### config.mk
export PLATFORM = sky130hd
export DESIGN_NAME = memory_stage_flat
export DESIGN_NICKNAME = d
export VERILOG_FILES = /design/src/rtl/mem_stage_pkg.sv /design/src/rtl/memory_stage_if.sv /design/src/rtl/mem_wb_reg.sv /design/src/rtl/memory_stage.sv /design/src/flat_wrapper.sv
export SDC_FILE = /design/constraint.sdc
export NUM_CORES = 1
export LEC_CHECK = 0
export CORE_UTILIZATION = 45
export DETAILED_ROUTE_END_ITERATION = 8
export GPL_TIMING_DRIVEN = 0
export PLACE_DENSITY = 0.85
export SLEW_MARGIN = 0
export SYNTH_ARGS = -nofsm -noshare
export SYNTH_HDL_FRONTEND = slang
export SYNTH_SLANG_ARGS = --single-unit
### constraint.sdc
create_clock -name clk -period 3.7 [get_ports clk]
set_input_delay 0.37 -clock clk [delete_from_list [all_inputs] [get_ports clk]]
set_output_delay 0.37 -clock clk [all_outputs]
set_load 0.005 [all_outputs]
### src/rtl/mem_stage_pkg.sv
// Shared types and constants for the RV32 memory stage.
package mem_stage_pkg;

    localparam int unsigned REG_ADDR_WIDTH = 5;

    localparam logic [1:0] RESULT_ALU = 2'b00;
    localparam logic [1:0] RESULT_MEM = 2'b01;
    localparam logic [1:0] RESULT_PC4 = 2'b10;

    typedef enum logic [1:0] {
        IDLE = 2'b00,
        REQ  = 2'b01,
        DONE = 2'b10
    } mem_state_e;

    // A store, or a load selected through the result mux.
    function automatic logic is_access(input logic mem_write, input logic [1:0] result_src);
        return mem_write || (result_src == RESULT_MEM);
    endfunction

endpackage

### src/rtl/memory_stage_if.sv
// Registered request/ready data-memory bus between the memory stage and data memory.
interface memory_stage_if #(
    parameter int unsigned ADDR_WIDTH = 32,
    parameter int unsigned DATA_WIDTH = 32
);
    logic                  MemReq;
    logic                  MemWe;
    logic [ADDR_WIDTH-1:0] MemAddr;
    logic [DATA_WIDTH-1:0] MemWData;
    logic                  MemReady;
    logic [DATA_WIDTH-1:0] MemRData;

    modport master (
        output MemReq, MemWe, MemAddr, MemWData,
        input  MemReady, MemRData
    );

    modport slave (
        input  MemReq, MemWe, MemAddr, MemWData,
        output MemReady, MemRData
    );
endinterface

### src/rtl/mem_wb_reg.sv
// M->W pipeline register; loads a bubble (control cleared, data held) while stalled.
module mem_wb_reg
    import mem_stage_pkg::*;
#(
    parameter int unsigned DATA_WIDTH = 32
) (
    input  logic                      clk,
    input  logic                      rst,
    input  logic                      stall,
    input  logic                      reg_write,
    input  logic [1:0]                result_src,
    input  logic [DATA_WIDTH-1:0]     alu_result,
    input  logic [DATA_WIDTH-1:0]     read_data,
    input  logic [REG_ADDR_WIDTH-1:0] rd,
    output logic                      reg_write_q,
    output logic [1:0]                result_src_q,
    output logic [DATA_WIDTH-1:0]     alu_result_q,
    output logic [DATA_WIDTH-1:0]     read_data_q,
    output logic [REG_ADDR_WIDTH-1:0] rd_q
);

    always_ff @(posedge clk) begin
        if (rst) begin
            reg_write_q  <= 1'b0;
            result_src_q <= RESULT_ALU;
            alu_result_q <= '0;
            read_data_q  <= '0;
            rd_q         <= '0;
        end else if (stall) begin
            reg_write_q  <= 1'b0;
            result_src_q <= RESULT_ALU;
            rd_q         <= '0;
        end else begin
            reg_write_q  <= reg_write;
            result_src_q <= result_src;
            alu_result_q <= alu_result;
            read_data_q  <= read_data;
            rd_q         <= rd;
        end
    end

endmodule

### src/rtl/memory_stage.sv
// RV32 memory stage: word loads/stores over a request/ready bus, stalls upstream while busy.
// Optional one-entry store buffer enabled by defining STORE_BUFFER_EN.
module memory_stage
    import mem_stage_pkg::*;
#(
    parameter int unsigned ADDR_WIDTH = 32,
    parameter int unsigned DATA_WIDTH = 32
) (
    input  logic                      clk,
    input  logic                      rst,
    input  logic                      RegWriteM,
    input  logic [1:0]                ResultSrcM,
    input  logic                      MemWriteM,
    input  logic [DATA_WIDTH-1:0]     ALUResultM,
    input  logic [DATA_WIDTH-1:0]     WriteDataM,
    input  logic [REG_ADDR_WIDTH-1:0] RdM,
    memory_stage_if.master            bus,
    output logic                      StallM,
    output logic                      RegWriteW,
    output logic [1:0]                ResultSrcW,
    output logic [DATA_WIDTH-1:0]     ALUResultW,
    output logic [DATA_WIDTH-1:0]     ReadDataW,
    output logic [REG_ADDR_WIDTH-1:0] RdW
);

    mem_state_e            state;
    logic [DATA_WIDTH-1:0] rdata_q;
    logic [DATA_WIDTH-1:0] rdata_w;
    logic                  access;
    logic                  is_store;

    assign is_store = MemWriteM;
    assign access   = is_access(MemWriteM, ResultSrcM);

`ifdef STORE_BUFFER_EN
    logic sb_busy;
    logic sb_accept;

    // A store seen in IDLE with the buffer free retires immediately.
    assign sb_accept = (state == IDLE) && is_store && !sb_busy;
    assign StallM    = ((state == IDLE) && access && !sb_accept) || (state == REQ);
`else
    assign StallM    = ((state == IDLE) && access) || (state == REQ);
`endif

    // Stores and non-load retirements carry zero read data.
    assign rdata_w = ((state == DONE) && !bus.MemWe) ? rdata_q : '0;

    always_ff @(posedge clk) begin
        if (rst) begin
            state        <= IDLE;
            bus.MemReq   <= 1'b0;
            bus.MemWe    <= 1'b0;
            bus.MemAddr  <= '0;
            bus.MemWData <= '0;
            rdata_q      <= '0;
`ifdef STORE_BUFFER_EN
            sb_busy      <= 1'b0;
`endif
        end else begin
            unique case (state)
                IDLE: begin
`ifdef STORE_BUFFER_EN
                    if (sb_busy) begin
                        // Draining the buffered store; every access waits behind it.
                        if (bus.MemReady) begin
                            bus.MemReq <= 1'b0;
                            sb_busy    <= 1'b0;
                        end
                    end else if (access) begin
                        bus.MemReq   <= 1'b1;
                        bus.MemWe    <= is_store;
                        bus.MemAddr  <= ADDR_WIDTH'(ALUResultM);
                        bus.MemWData <= WriteDataM;
                        if (is_store) begin
                            sb_busy <= 1'b1;
                        end else begin
                            state <= REQ;
                        end
                    end
`else
                    if (access) begin
                        bus.MemReq   <= 1'b1;
                        bus.MemWe    <= is_store;
                        bus.MemAddr  <= ADDR_WIDTH'(ALUResultM);
                        bus.MemWData <= WriteDataM;
                        state        <= REQ;
                    end
`endif
                end
                REQ: begin
                    if (bus.MemReady) begin
                        bus.MemReq <= 1'b0;
                        rdata_q    <= bus.MemRData;
                        state      <= DONE;
                    end
                end
                DONE: begin
                    state <= IDLE;
                end
                default: begin
                    state <= IDLE;
                end
            endcase
        end
    end

    mem_wb_reg #(
        .DATA_WIDTH (DATA_WIDTH)
    ) u_mem_wb_reg (
        .clk          (clk),
        .rst          (rst),
        .stall        (StallM),
        .reg_write    (RegWriteM),
        .result_src   (ResultSrcM),
        .alu_result   (ALUResultM),
        .read_data    (rdata_w),
        .rd           (RdM),
        .reg_write_q  (RegWriteW),
        .result_src_q (ResultSrcW),
        .alu_result_q (ALUResultW),
        .read_data_q  (ReadDataW),
        .rd_q         (RdW)
    );

endmodule

### src/flat_wrapper.sv
// flat-port wrapper written by rule: the top's interface ports become plain ports
module memory_stage_flat import mem_stage_pkg::*;
#(
    parameter int unsigned ADDR_WIDTH = 32,
    parameter int unsigned DATA_WIDTH = 32
)
  (clk, rst, RegWriteM, ResultSrcM, MemWriteM, ALUResultM, WriteDataM, RdM, StallM, RegWriteW, ResultSrcW, ALUResultW, ReadDataW, RdW, bus_MemReq, bus_MemWe, bus_MemAddr, bus_MemWData, bus_MemReady, bus_MemRData);
  memory_stage_if #(.ADDR_WIDTH(ADDR_WIDTH), .DATA_WIDTH(DATA_WIDTH)) bus_i ();
  input  logic clk;
  input  logic rst;
  input  logic RegWriteM;
  input  logic [1:0] ResultSrcM;
  input  logic MemWriteM;
  input  logic [DATA_WIDTH-1:0] ALUResultM;
  input  logic [DATA_WIDTH-1:0] WriteDataM;
  input  logic [REG_ADDR_WIDTH-1:0] RdM;
  output logic StallM;
  output logic RegWriteW;
  output logic [1:0] ResultSrcW;
  output logic [DATA_WIDTH-1:0] ALUResultW;
  output logic [DATA_WIDTH-1:0] ReadDataW;
  output logic [REG_ADDR_WIDTH-1:0] RdW;
  output wire logic [$bits(bus_i.MemReq)-1:0] bus_MemReq;
  output wire logic [$bits(bus_i.MemWe)-1:0] bus_MemWe;
  output wire logic [$bits(bus_i.MemAddr)-1:0] bus_MemAddr;
  output wire logic [$bits(bus_i.MemWData)-1:0] bus_MemWData;
  input wire logic [$bits(bus_i.MemReady)-1:0] bus_MemReady;
  input wire logic [$bits(bus_i.MemRData)-1:0] bus_MemRData;
  assign bus_MemReq = bus_i.MemReq;
  assign bus_MemWe = bus_i.MemWe;
  assign bus_MemAddr = bus_i.MemAddr;
  assign bus_MemWData = bus_i.MemWData;
  assign bus_i.MemReady = bus_MemReady;
  assign bus_i.MemRData = bus_MemRData;
  memory_stage #(.ADDR_WIDTH(ADDR_WIDTH), .DATA_WIDTH(DATA_WIDTH)) u_core (.clk(clk), .rst(rst), .RegWriteM(RegWriteM), .ResultSrcM(ResultSrcM), .MemWriteM(MemWriteM), .ALUResultM(ALUResultM), .WriteDataM(WriteDataM), .RdM(RdM), .bus(bus_i), .StallM(StallM), .RegWriteW(RegWriteW), .ResultSrcW(ResultSrcW), .ALUResultW(ALUResultW), .ReadDataW(ReadDataW), .RdW(RdW));
endmodule
Word level (Yosys, flattened, before mapping)
Cells that the tools add are included.
- bits of input ports: 108
- output and inout port bits: 139
- word-level logic and storage cells: 35
- bits in registers: 172
- mux-type cells: 7
- reduce and logical (&&, ||, !) cells: 12
- equal/unequal tests: 5
- operator list (cell ; number):
    $mux W32 ; 1
    $reduce_and A2 Y1 ; 3
    $eq A2 B1 Y1 const B ; 2
    $mux W2 ; 2
    $pmux W2 S2 ; 1
    $reduce_and A3 Y1 ; 1
    $eq A2 B2 Y1 const B ; 1
    $logic_and A1 B1 Y1 ; 2
    $logic_not A2 Y1 ; 1
    $logic_or A1 B1 Y1 ; 2
    $mux W1 ; 2
    $ne A2 B1 Y1 const B ; 1
    $ne A2 B2 Y1 const B ; 1
    $pmux W1 S2 ; 1
    $reduce_bool A2 Y1 ; 1
    $reduce_or A2 Y1 ; 1
    $logic_not A1 Y1 ; 1

Depth between registers and ports, before layout
Gate-level depths: netlist of the first run.
- depth in word-level cells: 5
- gate-level depth with buffers: 5
- depth with buffers taken out: 3

Hierarchy
A second synthesis of the first run with hierarchy kept.
- cells, all modules: 695
- area total of the unflattened synthesis: 6942.9 um2
- modules (own cells, without submodules) (module ; area an instance (um2) ; cells each ; instances ; sequential area each (um2)):
    memory_stage ; 4410.5 ; 472 ; 1 ; 2001.9
    mem_wb_reg ; 2532.4 ; 223 ; 1 ; 1441.4

Worst setup path after synthesis of the first run
No wires, ideal clock.
- kind: input to output
- start point: in ResultSrcM[1]
- end point: out StallM
- required time: 3.330 ns
- arrival time: 1.020 ns
- cell stages on the path: 3
- path slack: 2.310 ns
- path buffers: 1
- cell sequence: nand2b_1 a21oi_2 buf_2
- word-level cells in the longest chain between the ends: 4
- ends and longest elaborated chain (element ; RTL line ; RTL):
    start, declared ; flat_wrapper.sv:12 ; input logic [1:0] ResultSrcM;
    $eq A2 B1 Y1 ; mem_stage_pkg.sv:18 ; return mem_write || (result_src == RESULT_MEM);
    $logic_or A1 B1 Y1 ; mem_stage_pkg.sv:18 ;
    $logic_and A1 B1 Y1 ; memory_stage.sv:43 ; assign StallM = ((state == IDLE) && access) || (state == REQ);
    $logic_or A1 B1 Y1 ; memory_stage.sv:43 ;
    end, declared ; flat_wrapper.sv:17 ; output logic StallM;
Every way passes these cells.

Worst setup path in the final report of the first run
Same ends and word-level chain as after synthesis.

==> results of run 1 <==
==> metal layers <==
layer / track usage (%) / wire [µm]
met5: 0 / 0
met4: 9.71 / 403
met3: 10.6 / 1940
met2: 41.5 / 8620
met1: 26.3 / 7190
==> flip-flops by register name, summed over array words and instances (netlist names), 2 cells and up <==
register	flops
u_core.bus.MemWData	32
u_core.rdata_q	32
u_core.u_mem_wb_reg.rd_q	5
u_core.u_mem_wb_reg.alu_result_q	32
u_core.u_mem_wb_reg.result_src_q	2
u_core.state	2
u_core.bus.MemAddr	32
u_core.u_mem_wb_reg.read_data_q	32
==> placed cells by master, fill, tap and decap left out, drive strengths merged, types with 3 or more instances in the layout <==
| cell type | synthesis | routed |
|---|---|---|
| clkdlybuf4s50 | 0 | 245 |
| dfxtp | 172 | 172 |
| nand2b | 161 | 161 |
| mux2i | 96 | 96 |
| nand2 | 66 | 66 |
| a21oi | 36 | 36 |
| clkbuf | 17 | 34 |
| a22o | 32 | 32 |
| buf | 30 | 30 |
| inv | 0 | 9 |
| nor3b | 8 | 8 |
| bufinv | 0 | 3 |
| nor2 | 3 | 3 |
==> cell type report <==
| cell class | instances | area share [%] |
|---|---|---|
| clock inverter | 15 | 1.99 |
| sequential | 172 | 34.8 |
| tap | 180 | 2.28 |
| clock buffer | 17 | 4.30 |
| multi-input combinational | 411 | 28.8 |
| buffer | 47 | 3.02 |
| timing repair buffer | 245 | 24.8 |
==> path summary, 6_finish.rpt <==
kind / start / to
setup / recovery: ResultSrcM[1] / StallM
hold / removal: u_core.bus.MemReq$_SDFFE_PP0P_ / u_core.bus.MemReq$_SDFFE_PP0P_
hold reg to reg: u_core.bus.MemReq$_SDFFE_PP0P_ / u_core.bus.MemReq$_SDFFE_PP0P_
setup reg to reg: u_core.state[0]$_SDFFE_PP0P_ / u_core.u_mem_wb_reg.alu_result_q[0]$_SDFFE_PP0N_
==> through the flow <==
step                      std cells  utilization [%]
after floorplan                 630                -
after global placement         1055             65.8
after detailed placement       1055             65.8
after CTS                      1087             70.2
after global routing           1087             70.2
final                          1087             70.2
==> logic make-up after synthesis <==
family	synth area share, %
AND/OR/NAND/NOR	21.0
AO/OA/AOI/OAI	7.65
buffers and inverters	4.54
multiplexers	14.6
flip-flops	52.2
==> worst max-delay path, cell delays in order <==
cell	delay, ps
clkdlybuf4s50_1	480
nand2b_1	260
a21oi_2	360
buf_2	320
clkdlybuf4s50_1	540
==> power by group through the flow <==
stage	logic, W	registers [W]	clock network, W
after floorplan	0.000299	0.00207	0
after CTS	0.000703	0.00203	0.00192
after global placement	0.000691	0.00206	0
final	0.000694	0.00203	0.00189
after detailed placement	0.000695	0.00207	0
after global routing	0.000745	0.00204	0.00201
==> key figures, run 1 <==
Synthesis
  – Syn Nets: 738
  – Main synth FF type: dfxtp_1
  – Mapped Cells: 630
  – Most common library cells after synthesis: dfxtp_1 (172), nand2b_1 (161), mux2i_1 (96)
  – Top-count cell post-synth: dfxtp_1
  – Top cells by area, synth: dfxtp_1 (52%), nand2b_1 (15%), mux2i_1 (15%)
  – Post-synth top area share: 52.2%
  – FF+latch count, synth: 172
  – Post-synth EDFFs: 0
  – Top cell type by total area after synthesis: dfxtp_1
  – Mean Syn Cell Area: 10.5 µm²
  – Ys async rst share: 0%
  – Register area share after synthesis: 52.2%
  – Ys Warns: 0
  – Number of library cell types mapped by synthesis: 23
  – Cell area after synthesis: 6590 µm²

Clock network
  – CTS Buf Count: 17
  – # clock sinks: 172
  – Clock Latency Late Sink: 430 ps
  – Post-CTS setup buffers: 0
  – Clk buf depth: 2
  – Post_cts resized: 0
  – Clock Tree Root: clkbuf_16
  – CTS H-tree lvls: 4
  – Reg clk slew, reported paths: 70 ps
  – Post-cts hold buffer count: 0
  – CTS tree: done

Setup path
  – Worst setup EP type: output pin
  – Type of origin of the critical path: input pin
  – CP Max Fanout: 10
  – Reg2reg path depth: 4
  – Arrival @ worst endpoint: 2340 ps
  – Worst endpoint required time: 3330 ps
  – Critical path type: input pin to output pin
  – Worst R2R Setup Slack: 2140 ps

Power
  – Clk pwr share: 41.0%
  – NetSw: 0.00114 W
  – Final Power: 0.00461 W
  – Sequential group share of total power: 44.0%
  – VDD IR-drop max: 384 µV
  – Gate power share: 15.0%
  – Switching part of the total: 24.8%
  – Pwr dens: 466 nW/µm²
  – P_int: 0.00347 W
  – Leak: 3.90 nW

Die
  – Row cnt: 43
  – Die X: 123 µm
  – Core footprint: 14100 µm²
  – Initial Util: 46.8%
  – Die H: 123 µm
  – Die area: 15100 µm²
  – Ports: 247

Cells and area
  – Final Cell Area: 9890 µm²
  – Inserted Diodes: 0
  – Layout cells sized above 1: 7.39%
  – FF/Latch Area: 3440 µm²
  – Fillers: 1093
  – Area occupied by multi-input gates: 2850 µm²
  – Area added between synthesis and finish: 50.1%
  – Final net count: 1002

GRT
  – Vias in the first global route: 5373
  – First-pass GRT wire length: 27.6 mm
  – Initial antenna violation count: 0
  – Total grt overflow: 0
  – Tot GR Track Use: 24.3%
  – Largest net degree at the start of global routing: 18

Status
  – Status: completed

Timing
  – Worst slew pin tran: 506 ps
  – RSZ-0062 raised after global routing: no
  – Final-report max-slew violation count: 0
  – Final worst setup slack: 989 ps
  – Final Hold Fails: 0
  – # setup viols final: 0
  – Fin crit share: 73.3%
  – Relative slew margins: 66.2%
  – Crit path time final: 2710 ps
  – Clock Skew: 5.08 ps
  – Setup TNS: 0 ps
  – Min Hold Slack: 454 ps
  – Max Freq: 369 MHz

Placement
  – Area after DPL: 9270 µm²
  – PortBufs: 245
  – Hpwl dp: 13.0 mm
  – Pre-CTS setup slack: 962 ps
  – Final GP Congestion: 0.785

Detailed routing
  – Via count: 5331
  – ANT nets after route: 0
  – Pre-antenna DRT Iters: 4
  – Routed WL: 18.2 mm
  – Wire length per cell: 16.7 µm
  – DRC Markers: 0
  – DR iter-0 viols: 242
  – Vias/cell: 4.90

Min path
  – Hold/Removal Path Class: flip-flop to flip-flop
  – Hold Path Depth: 2

Flow run
  – Maxcap violations: 0
Power figures use the tool's default switching activity.
==> run 2: changes to the inputs <==
- CORE_UTILIZATION: 45 -> 40
- PLACE_DENSITY: 0.85 -> 0.8
- clock period: 3.7 -> 2.36 ns (I/O delays scaled with it)
==> run 2 against run 1 <==
  * Final cell count rose by 3.4%
  * Sequential cell count is the same
  * Largest power group unchanged
  * Sequential share of layout area shrank 0.11 points
  * Critical path type unchanged
  * Non-clock buffer count grew 1
==> key figures, run 2 (synthesized netlist as in run 1, its figures left out) <==
Status
  – Status: completed (unchanged)

Timing
  – Final Hold Fails: 0 (unchanged)
  – Final-report max-slew violation count: 0 (unchanged)
  – Min Hold Slack: 354 ps (was 454 ps)
  – Relative slew margins: 67.9% (was 66.2%)
  – Crit path time final: 2170 ps
  – Clock Skew: 7.88 ps (was 5.08 ps)
  – RSZ-0062 raised after global routing: no (unchanged)
  – Worst slew pin tran: 481 ps (was 506 ps)
  – # setup viols final: 0 (unchanged)
  – Final worst setup slack: 192 ps (was 989 ps)
  – Fin crit share: 91.9%
  – Max Freq: 461 MHz

Clock network
  – CTS Buf Count: 17 (unchanged)
  – # clock sinks: 172 (unchanged)
  – Post-cts hold buffer count: 0 (unchanged)
  – Clk buf depth: 2 (unchanged)
  – Clock Latency Late Sink: 420 ps (was 430 ps)
  – Reg clk slew, reported paths: 70 ps (about the same)
  – CTS H-tree lvls: 4 (unchanged)
  – CTS tree: done (unchanged)
  – Clock Tree Root: clkbuf_16 (unchanged)

Die
  – Ports: 247 (unchanged)
  – Row cnt: 46 (was 43)
  – Die X: 130 µm (was 123 µm)
  – Core footprint: 16000 µm² (was 14100 µm²)
  – Die area: 17000 µm² (was 15100 µm²)
  – Die H: 130 µm (was 123 µm)
  – Initial Util: 41.2% (was 46.8%)

GRT
  – Largest net degree at the start of global routing: 19 (was 18)
  – Initial antenna violation count: 0 (unchanged)
  – Vias in the first global route: 5234 (was 5373)
  – Tot GR Track Use: 21.0% (was 24.3%)
  – Total grt overflow: 0 (unchanged)
  – First-pass GRT wire length: 27.3 mm (was 27.6 mm)

Power
  – Gate power share: 15.4% (was 15.0%)
  – Leak: 3.90 nW (about the same)
  – P_int: 0.00525 W (was 0.00347 W)
  – Pwr dens: 713 nW/µm² (was 466 nW/µm²)
  – VDD IR-drop max: 500 µV (was 384 µV)
  – Clk pwr share: 39.8% (was 41.0%)
  – Sequential group share of total power: 44.8% (was 44.0%)
  – NetSw: 0.00182 W (was 0.00114 W)
  – Switching part of the total: 25.8% (was 24.8%)

Setup path
  – Slowest CP cell: clkdlybuf4s50_1 (unchanged)
  – Worst setup EP type: output pin (unchanged)
  – Arrival @ worst endpoint: 1930 ps (was 2340 ps)
  – CP Max Fanout: 10 (unchanged)
  – Critical path type: input pin to output pin (unchanged)
  – Worst endpoint required time: 2120 ps (was 3330 ps)
  – Type of origin of the critical path: input pin (unchanged)
  – Crit-path cells: clkdlybuf4s50_1, nand2b_1, a21oi_4, buf_4, clkdlybuf4s50_1 (was clkdlybuf4s50_1, nand2b_1, a21oi_2, buf_2, clkdlybuf4s50_1)
  – Critical Path Most Common Cell: clkdlybuf4s50_1 (unchanged)
  – Worst stage delay on the critical path: 520 ps (was 540 ps)

Detailed routing
  – DR iter-0 viols: 211 (was 242)
  – ANT nets after route: 0 (unchanged)
  – Routed WL: 17.7 mm (was 18.2 mm)
  – Vias/cell: 4.67 (was 4.90)
  – Via count: 5252 (was 5331)
  – Wire length per cell: 15.8 µm (was 16.7 µm)
  – Pre-antenna DRT Iters: 6 (was 4)
  – DRC Markers: 0 (unchanged)

Placement
  – PortBufs: 245 (unchanged)
  – Final GP Congestion: 0.765 (was 0.785)
  – Hpwl dp: 13.0 mm (about the same)
  – Pre-CTS setup slack: -122 ps (was 962 ps)

Flow run
  – Maxcap violations: 0 (unchanged)

Cells and area
  – Most common cell after layout, fill and taps aside: clkdlybuf4s50_1 (unchanged)
  – Final net count: 1003 (was 1002)
  – Most frequent cells in the layout: clkdlybuf4s50_1 (245), dfxtp_1 (171), nand2b_1 (161) (was clkdlybuf4s50_1 (245), dfxtp_1 (172), nand2b_1 (161))
  – Layout cells sized above 1: 7.60% (was 7.39%)
  – Area added between synthesis and finish: 50.6% (was 50.1%)
  – Inserted Diodes: 0 (unchanged)

Min path
  – Hold/Removal Path Class: input pin to flip-flop (was flip-flop to flip-flop)
==> run 2: cell count changes in the layout (fill, tap and decap cells not counted), sizes merged <==
cell | previous run | this run
bufinv | 3 | 1
inv | 9 | 11
clkinv | 2 | 3
buf | 30 | 31
clkinvlp | 1 | 0
==> run 2: final cells by class <==
cell class                      instances  area (µm²)
Clock buffer                           17         425
Buffer                                 47         302
Multi-Input combinational cell        411        2860
Timing Repair Buffer                  246        2460
Clock inverter                         15         168
Tap cell                              216         270
Fill cell                            1372        6070
Sequential cell                       172        3440
==> run 2: worst paths after layout <==
kind,end,start,slack (ps),depth (start not counted)
setup / recovery,StallM,ResultSrcM[1],190,5
hold / removal,u_core.rdata_q[30]$_SDFFE_PP0P_,bus_MemRData[30],350,3
setup reg to reg,u_core.bus.MemAddr[30]$_SDFFE_PP0P_,u_core.state[1]$_SDFFE_PP0P_,890,4
hold reg to reg,u_core.rdata_q[15]$_SDFFE_PP0P_,u_core.rdata_q[15]$_SDFFE_PP0P_,460,2
==> run 2: metrics by stage <==
| stage | area [µm²] | setup TNS [ps] | total power, W | utilization [%] | cells |
|---|---|---|---|---|---|
| after global placement | 9310 | -141 | 0.00432 | 58.2 | 1091 |
| after detailed placement | 9310 | -122 | 0.00433 | 58.2 | 1091 |
| after floorplan | 6590 | 0 | 0.00371 | - | 630 |
| after CTS | 9920 | 0 | 0.00715 | 62.0 | 1123 |
| final | 9930 | 0 | 0.00708 | 62.0 | 1124 |
| after global routing | 9930 | 0 | 0.00738 | 62.0 | 1124 |
==> run 2: worst max-delay path, delay by kind of cell <==
kind	cells	cell delay, ps
compound gates	1	190
buf+inv	3	1210
simple gates	1	290
==> run 2: per-layer routing <==
layer	vias up	share of wire, %	track usage (%)
met5	-	0	0
met4	0	1.2	6.29
met3	18	10	8.73
met2	191	48	36.4
met1	2411	41	23.5
li1	2632	-	-
==> run 2: power groups by stage <==
| stage | Sequential [W] | Clock (W) | Combinational (W) |
|---|---|---|---|
| after detailed placement | 0.00324 | 0 | 0.00109 |
| final | 0.00317 | 0.00282 | 0.00109 |
| after CTS | 0.00317 | 0.00287 | 0.00111 |
| after global routing | 0.00319 | 0.00301 | 0.00117 |
| after global placement | 0.00323 | 0 | 0.00109 |
| after floorplan | 0.00324 | 0 | 0.000469 |
==> run 2: what timing repair did <==
action | CTS | global route
pin swaps | 0 | 1
setup endpoints to repair | 1 | 1
setup buffers | 0 | 1
gates resized for setup | 2 | 1
==> run 3: changes to the inputs <==
- GPL_ROUTABILITY_DRIVEN: not set -> 1
==> results of run 3 <==
Same layout as run 2: the final DEF is identical, and so are final timing and power.
